--- config.mk ---
export PLATFORM = sky130hd
export DESIGN_NAME = shift_ser_ctrl
export DESIGN_NICKNAME = d
export VERILOG_FILES = /design/src/rtl/shift_ctrl_pkg.sv /design/src/rtl/shift_reg_load.sv /design/src/rtl/shift_ser_ctrl.sv
export SDC_FILE = /design/constraint.sdc
export NUM_CORES = 1
export LEC_CHECK = 0
export BUFFER_PORTS_ARGS = -buffer_cell sky130_fd_sc_hd__buf_2
export CORE_ASPECT_RATIO = 1.25
export CORE_UTILIZATION = 30
export CTS_CLUSTER_SIZE = 12
export DETAILED_ROUTE_END_ITERATION = 12
export SYNTH_ARGS = -nofsm -noshare
export SYNTH_HDL_FRONTEND = slang
export SYNTH_HIERARCHICAL = 1
export SYNTH_SLANG_ARGS = --single-unit
--- constraint.sdc ---
create_clock -name clk -period 1.8 [get_ports clk]
set_clock_uncertainty 0.1 [all_clocks]
set_input_delay 0.36 -clock clk [delete_from_list [all_inputs] [get_ports clk]]
set_output_delay 0.36 -clock clk [all_outputs]
set_load 0.005 [all_outputs]
--- src/rtl/shift_ctrl_pkg.sv ---
// Shared types and helpers for the serializer controller.
package shift_ctrl_pkg;

  typedef enum logic [1:0] {
    ST_IDLE  = 2'd0,
    ST_SHIFT = 2'd1,
    ST_GAP   = 2'd2
  } state_t;

  // Ceiling log2, never less than 1 so a counter always has at least one bit.
  function automatic int clog2(input int v);
    int r;
    for (r = 0; (1 << r) < v; r++) begin
    end
    if (r < 1) r = 1;
    return r;
  endfunction

endpackage

--- src/rtl/shift_reg_load.sv ---
// Parallel-load, left-shift register; load wins over shift.
module shift_reg_load #(
  parameter int WIDTH = 4
) (
  input  logic             clk,
  input  logic             rst,
  input  logic             load,
  input  logic             shift_en,
  input  logic             fill,
  input  logic [WIDTH-1:0] d,
  output logic [WIDTH-1:0] q
);

  // Load a word, or shift toward the MSB inserting the fill bit.
  always_ff @(posedge clk) begin
    if (rst)           q <= '0;
    else if (load)     q <= d;
    else if (shift_en) q <= {q[WIDTH-2:0], fill};
  end

endmodule

--- src/rtl/shift_ser_ctrl.sv ---
// Frame controller: accepts a word, shifts it out MSB first with framing
// strobes, then idles GAP cycles before accepting the next word.
module shift_ser_ctrl
  import shift_ctrl_pkg::*;
#(
  parameter int WIDTH = 4,
  parameter int GAP   = 1,
  parameter int CNT_W = 8
) (
  input  logic             clk,
  input  logic             rst,
  input  logic [WIDTH-1:0] in_data,
  input  logic             in_valid,
  output logic             in_ready,
  input  logic             abort,
  output logic             sdout,
  output logic             sframe,
  output logic             sstart,
  output logic             busy,
  output logic [CNT_W-1:0] frame_cnt
);

  localparam int BW = clog2(WIDTH);
  localparam int GW = clog2(GAP + 1);

  state_t          state, state_nx;
  logic [BW-1:0]   bit_cnt, bit_cnt_nx;
  logic [GW-1:0]   gap_cnt, gap_cnt_nx;
  logic            accept;
  logic            frame_done;
  logic            clr_sr;
  logic [WIDTH-1:0] sr_q;
  logic            unused_sr_lsbs;

  assign in_ready = (state == ST_IDLE) & ~rst;
  assign accept   = in_valid & in_ready;

  // The shift register drains to zero after WIDTH shifts, and is cleared on
  // abort, so its MSB is a clean flop-driven sdout outside of SHIFT.
  shift_reg_load #(.WIDTH(WIDTH)) u_sr (
    .clk      (clk),
    .rst      (rst),
    .load     (accept | clr_sr),
    .shift_en ((state == ST_SHIFT) & ~abort),
    .fill     (1'b0),
    .d        (accept ? in_data : '0),
    .q        (sr_q)
  );

  assign sdout          = sr_q[WIDTH-1];
  assign unused_sr_lsbs = ^sr_q[WIDTH-2:0];

  // Next-state and counter update; abort takes priority over the last bit.
  always_comb begin
    state_nx   = state;
    bit_cnt_nx = bit_cnt;
    gap_cnt_nx = gap_cnt;
    frame_done = 1'b0;
    clr_sr     = 1'b0;
    case (state)
      ST_IDLE: begin
        if (accept) begin
          state_nx   = ST_SHIFT;
          bit_cnt_nx = BW'(WIDTH - 1);
        end
      end
      ST_SHIFT: begin
        if (abort) begin
          state_nx = ST_IDLE;
          clr_sr   = 1'b1;
        end else begin
          bit_cnt_nx = bit_cnt - BW'(1);
          if (bit_cnt == '0) begin
            frame_done = 1'b1;
            if (GAP > 0) begin
              state_nx   = ST_GAP;
              gap_cnt_nx = GW'(GAP > 0 ? GAP - 1 : 0);
            end else begin
              state_nx = ST_IDLE;
            end
          end
        end
      end
      ST_GAP: begin
        if (abort || gap_cnt == '0) state_nx = ST_IDLE;
        else                        gap_cnt_nx = gap_cnt - GW'(1);
      end
      default: state_nx = ST_IDLE;
    endcase
  end

  // State and counter registers.
  always_ff @(posedge clk) begin
    if (rst) begin
      state   <= ST_IDLE;
      bit_cnt <= '0;
      gap_cnt <= '0;
    end else begin
      state   <= state_nx;
      bit_cnt <= bit_cnt_nx;
      gap_cnt <= gap_cnt_nx;
    end
  end

  // Strobes are registered from the next state so they line up with sdout.
  always_ff @(posedge clk) begin
    if (rst) begin
      sframe    <= 1'b0;
      sstart    <= 1'b0;
      busy      <= 1'b0;
      frame_cnt <= '0;
    end else begin
      sframe <= (state_nx == ST_SHIFT);
      sstart <= accept;
      busy   <= (state_nx != ST_IDLE);
      if (frame_done) frame_cnt <= frame_cnt + CNT_W'(1);
    end
  end

endmodule
**After elaboration in Yosys (flattened, before gate mapping)**

Index checks and enable logic that the tools add are counted.

- Register bits: 20
- Latch bits: 0
- Memory bits (writable): 0
- Bits in read-only memories: 0
- Input port bits: 8
- Output and inout port bits: 13
- Word-level logic and storage cells: 54
- Memories: 0

- Add/subtract/negate cells: 3
- Multipliers: 0
- Divide/modulo/power cells: 0
- Order comparisons: 0
- Equal/unequal tests: 7
- Shift-type cells: 0
- Muxes and demuxes: 20
- Bitwise logic cells: 7
- Reductions and logical operators: 9

Operators with widths:

| operator | count |
|---|---|
| $mux W2 | 6 |
| $mux W4 | 3 |
| $add A8 B1 Y8 const B | 1 |
| $mux W1 | 8 |
| $reduce_bool A2 Y1 | 4 |
| $ne A2 B2 Y1 const B | 3 |
| $pmux W2 S3 | 1 |
| $eq A2 B1 Y1 const B | 2 |
| $logic_not A2 Y1 | 2 |
| $pmux W2 S2 | 1 |
| $reduce_and A4 Y1 | 1 |
| $and A1 B1 Y1 | 3 |
| $not A1 Y1 | 3 |
| $reduce_and A3 Y1 | 1 |
| $eq A2 B2 Y1 const B | 1 |
| $ne A2 B1 Y1 const B | 1 |
| $pmux W1 S2 | 1 |
| $sub A2 B1 Y2 const B | 1 |
| $logic_or A1 B1 Y1 | 1 |
| $or A1 B1 Y1 | 1 |
| $sub A1 B1 Y1 const B | 1 |

**Longest topological paths before layout**

- Depth after elaboration: 6
- Mapped depth: 6
- Gate-level depth less buffers: 5

**By module**

The synthesis kept the hierarchy.

Modules (own cells, without submodules):

| module | instances | cells each | area an instance (um^2) | sequential area each (um^2) |
|---|---|---|---|---|
| shift_ser_ctrl | 1 | 80 | 754.5 | 320.3 |
| shift_reg_load | 1 | 18 | 190.2 | 80.1 |

**Least setup slack after synthesis**

Ideal clock, no wire load.

- Path kind: reg-to-reg
- Start: register bit_cnt[0]
- End: register frame_cnt[7]
- Setup time: 0.121 ns
- Arrival: 1.302 ns
- Data required time: 1.579 ns
- Path slack: 0.278 ns
- Cell stages (with the launch flop): 6
- Path buffers: 0
- Period minus slack after synthesis: 1.522 ns
- Cells stage by stage: dfxtp_1 inv_1 ha_1 nand4bb_4 nor4_1 mux2_2

- Longest elaborated chain between the ends: 4

Ends and longest elaborated chain:

| item | RTL line | text |
|---|---|---|
| from (decl) | shift_ser_ctrl.sv:27 | `logic [BW-1:0] bit_cnt, bit_cnt_nx;` |
| from (signal assigned) | shift_ser_ctrl.sv:100 | `bit_cnt <= bit_cnt_nx;` |
| $logic_not A2 Y1 | shift_ser_ctrl.sv:73 | `if (bit_cnt == '0) begin` |
| $mux W1 | shift_ser_ctrl.sv:73 |  |
| $mux W1 | shift_ser_ctrl.sv:68 | `if (abort) begin` |
| $mux W1 | shift_ser_ctrl.sv:60 | `case (state)` |
| to (signal assigned) | shift_ser_ctrl.sv:116 | `if (frame_done) frame_cnt <= frame_cnt + CNT_W'(1);` |
| to (decl) | shift_ser_ctrl.sv:20 | `output logic [CNT_W-1:0] frame_cnt` |

Every way passes these cells.
A chain may end at the register's enable or synchronous reset.

**Final worst setup path**

- Start: register state[0]
- End: output in_ready

- Longest elaborated chain between the ends: 2

Ends and longest elaborated chain:

| item | RTL line | text |
|---|---|---|
| from (decl) | shift_ser_ctrl.sv:26 | `state_t state, state_nx;` |
| from (signal assigned) | shift_ser_ctrl.sv:99 | `state <= state_nx;` |
| $logic_not A2 Y1 | shift_ser_ctrl.sv:35 | `assign in_ready = (state == ST_IDLE) & ~rst;` |
| $and A1 B1 Y1 | shift_ser_ctrl.sv:35 |  |
| to (decl) | shift_ser_ctrl.sv:14 | `output logic in_ready,` |

Every way passes these cells.

==> results.cfg <==
[critical_path]
worst_ep_arrival_time_ns = 1.20
crit_family = flip-flops
critPathRequiredTime_ns = 1.34
criticalPathCategory = register to output pin
path_cells = nor3_2 > buf_4 > buf_2
path_max_fanout = 9
critPathBufInv = 2
cpPeakStageDelay_ns = 0.42
cp_slowest_cell = dfxtp_1
endpoint_kind = output pin
cp-start-kind = register

[die]
row_count = 22
io_pins = 21
die_y_um = 64.7
dieArea_um2 = 3380
core_um2 = 2970
dieWidth_um = 52.2
start_util_pct = 31.8

[grt]
grt_usage_pct = 11.5
grt_pass1_vias = 697
antenna_found_initial = 0
grt_overflow_total = 0
grt_max_degree = 20
grt_pass1_wl_um = 2900

[clocking]
cts_buffers = 3
clock_latency_ns = 0.29
h-tree-depth = 1
clock_path_buffers = 2
clockRootBuffer = clkbuf_4
cts_tree = yes
path_clk_slew_ns = 0.11
holdBufCountCts = 0
cts_sinks = 20

[yosys]
synth_area_per_cell_um2 = 9.64
synth_flop_cell = dfxtp_1
yosys.area.top_type_share_pct = 42.4
synth_edf_count = 0
ys.warnings.count = 6
netlist_instances = 98
syn-num-nets = 108
synth_area_um2 = 945
ys_seq_elements = 20
ys_types = 32
async_flop_share_pct = 0
synth_area_leaders = dfxtp_1 (42%), mux2i_1 (5.3%), a211oi_1 (4.8%)
yosysSeqAreaShare_pct = 42.4
yosysTopAreaCell = dfxtp_1

[place]
portBuffers = 20
hpwlAfterDp_um = 1340
routabilityCongestion = 0.773

[timing]
final_hold_viol_count = 0
tns_ns = 0
finalHoldWorstSlack_ns = 0.223
slew_viol_final = 0
timing.final.crit_period_ns = 1.66
fin_crit_sh_pct = 92.4
fmax_ghz = 0.601
rsz0062_at_grt = no
setup_violations = 0

[route]
first_pass_iters = 6
vias = 781
drt-initial-drc-count = 13
ant_nets = 0
via_per_inst = 4.97
wl_per_cell_um = 11.1
routed_wl_um = 1750
drcViolationCount = 0

[power]
power_density_nw_per_um2 = 720
power_leakage_nw = 0.461
peakVddDrop_mv = 0.438

[cells_and_area]
drive_gt1_share_pct = 27.3
diodes = 0
area_growth_pct = 17.9
final_cell_mix = dfxtp_1 (20), buf_2 (20), a21oi_1 (8)
nNetsFinal = 133

[run]
max-cap-violations = 0

[status]
outcome = finished, final reports clean

[worst_hold_path]
hold_path.class = input pin to register
-- metrics by stage --
step           utilization [%]  worst slack [ns]  std cells  total power, mW  cell area [um^2]
4_1_cts                   37.3            0.0622        157            0.816              1110
6_report                  37.5             0.136        157            0.802              1110
3_5_place_dp              36.5             0.182        154            0.605              1090
3_3_place_gp              36.5             0.188        154            0.600              1090
2_1_floorplan                -             0.278         98            0.564               945
5_1_grt                   37.5            0.0305        157            0.851              1110
-- logic make-up after synthesis --
family                     count (synthesis)  synth area share, %
buffers and inverters                     10                 5.96
other                                      1                0.397
muxes                                      7                 7.68
and+or+nand+nor                           36                 25.6
DFF                                       20                 42.4
adders and majority gates                  2                 2.65
xor gates and xnor gates                   2                 1.85
AOI/OAI and AO/OA                         20                 13.5
-- Yosys cell counts, drive strengths merged, types with 3 or more instances --
master and instances:
a211oi 7, a21oi 8, and3 4, buf 3
dfxtp 20, inv 6, mux2i 5, nand2 3
nand3 4, nand3b 3, nor2 3, nor2b 5
o21ai 3, or3 3
-- worst paths after layout --
kind	from	to	slack, ns	cells after the start
worst max-delay path	state[0]	in_ready	0.14	3
worst min-delay path	abort	state[1]	0.22	2
worst min register to register	gap_cnt	gap_cnt	0.38	1
worst max register to register	bit_cnt[0]	frame_cnt[7]	0.20	5
-- flip-flops by register name, summed over array words and instances, names as in the netlist --
signal     flops
bit_cnt        2
busy           1
frame_cnt      8
gap_cnt        1
sframe         1
sstart         1
state          2
u_sr/q         4
-- metal layers --
metal  up-vias  global-route usage [%]  part of all wire (%)
met2        21                    20.2                    50
met1       362                    12.7                    44
li1        396                       -                     -
met3         2                    4.93                   4.9
met4         0                    1.97                  0.57
met5         -                       0                     0
-- power by group --
part / internal (mW) / total, mW / switching, mW
Clock: 0.0779 / 0.207 / 0.129
Combinational: 0.0584 / 0.116 / 0.0573
Sequential: 0.464 / 0.479 / 0.0148
Total: 0.601 / 0.802 / 0.201
-- worst reg2reg max path, delay by kind of cell, from the launching register on --
family                   cells  cell delay (ns)
AND/OR/NAND/NOR              2             0.43
flip-flops                   1             0.33
buffers and inverters        1             0.05
multiplexers                 1             0.36
adder cells (fa/ha/maj)      1             0.23
-- repair_timing --
item / CTS / global route
endpoints found under the setup margin: 0 / 1
buffers inserted: 0 / 0
gates resized for setup: 0 / 1
-- layout make-up --
cell class | instances | area (um^2)
inverter | 6 | 22.5
clock buffer | 3 | 22.5
timing repair buffer | 24 | 130
sequential | 20 | 400
fill | 313 | 1860
multi-input combinational | 68 | 493
tap | 36 | 45.0
No activity file was read; power rests on OpenSTA's default activity.
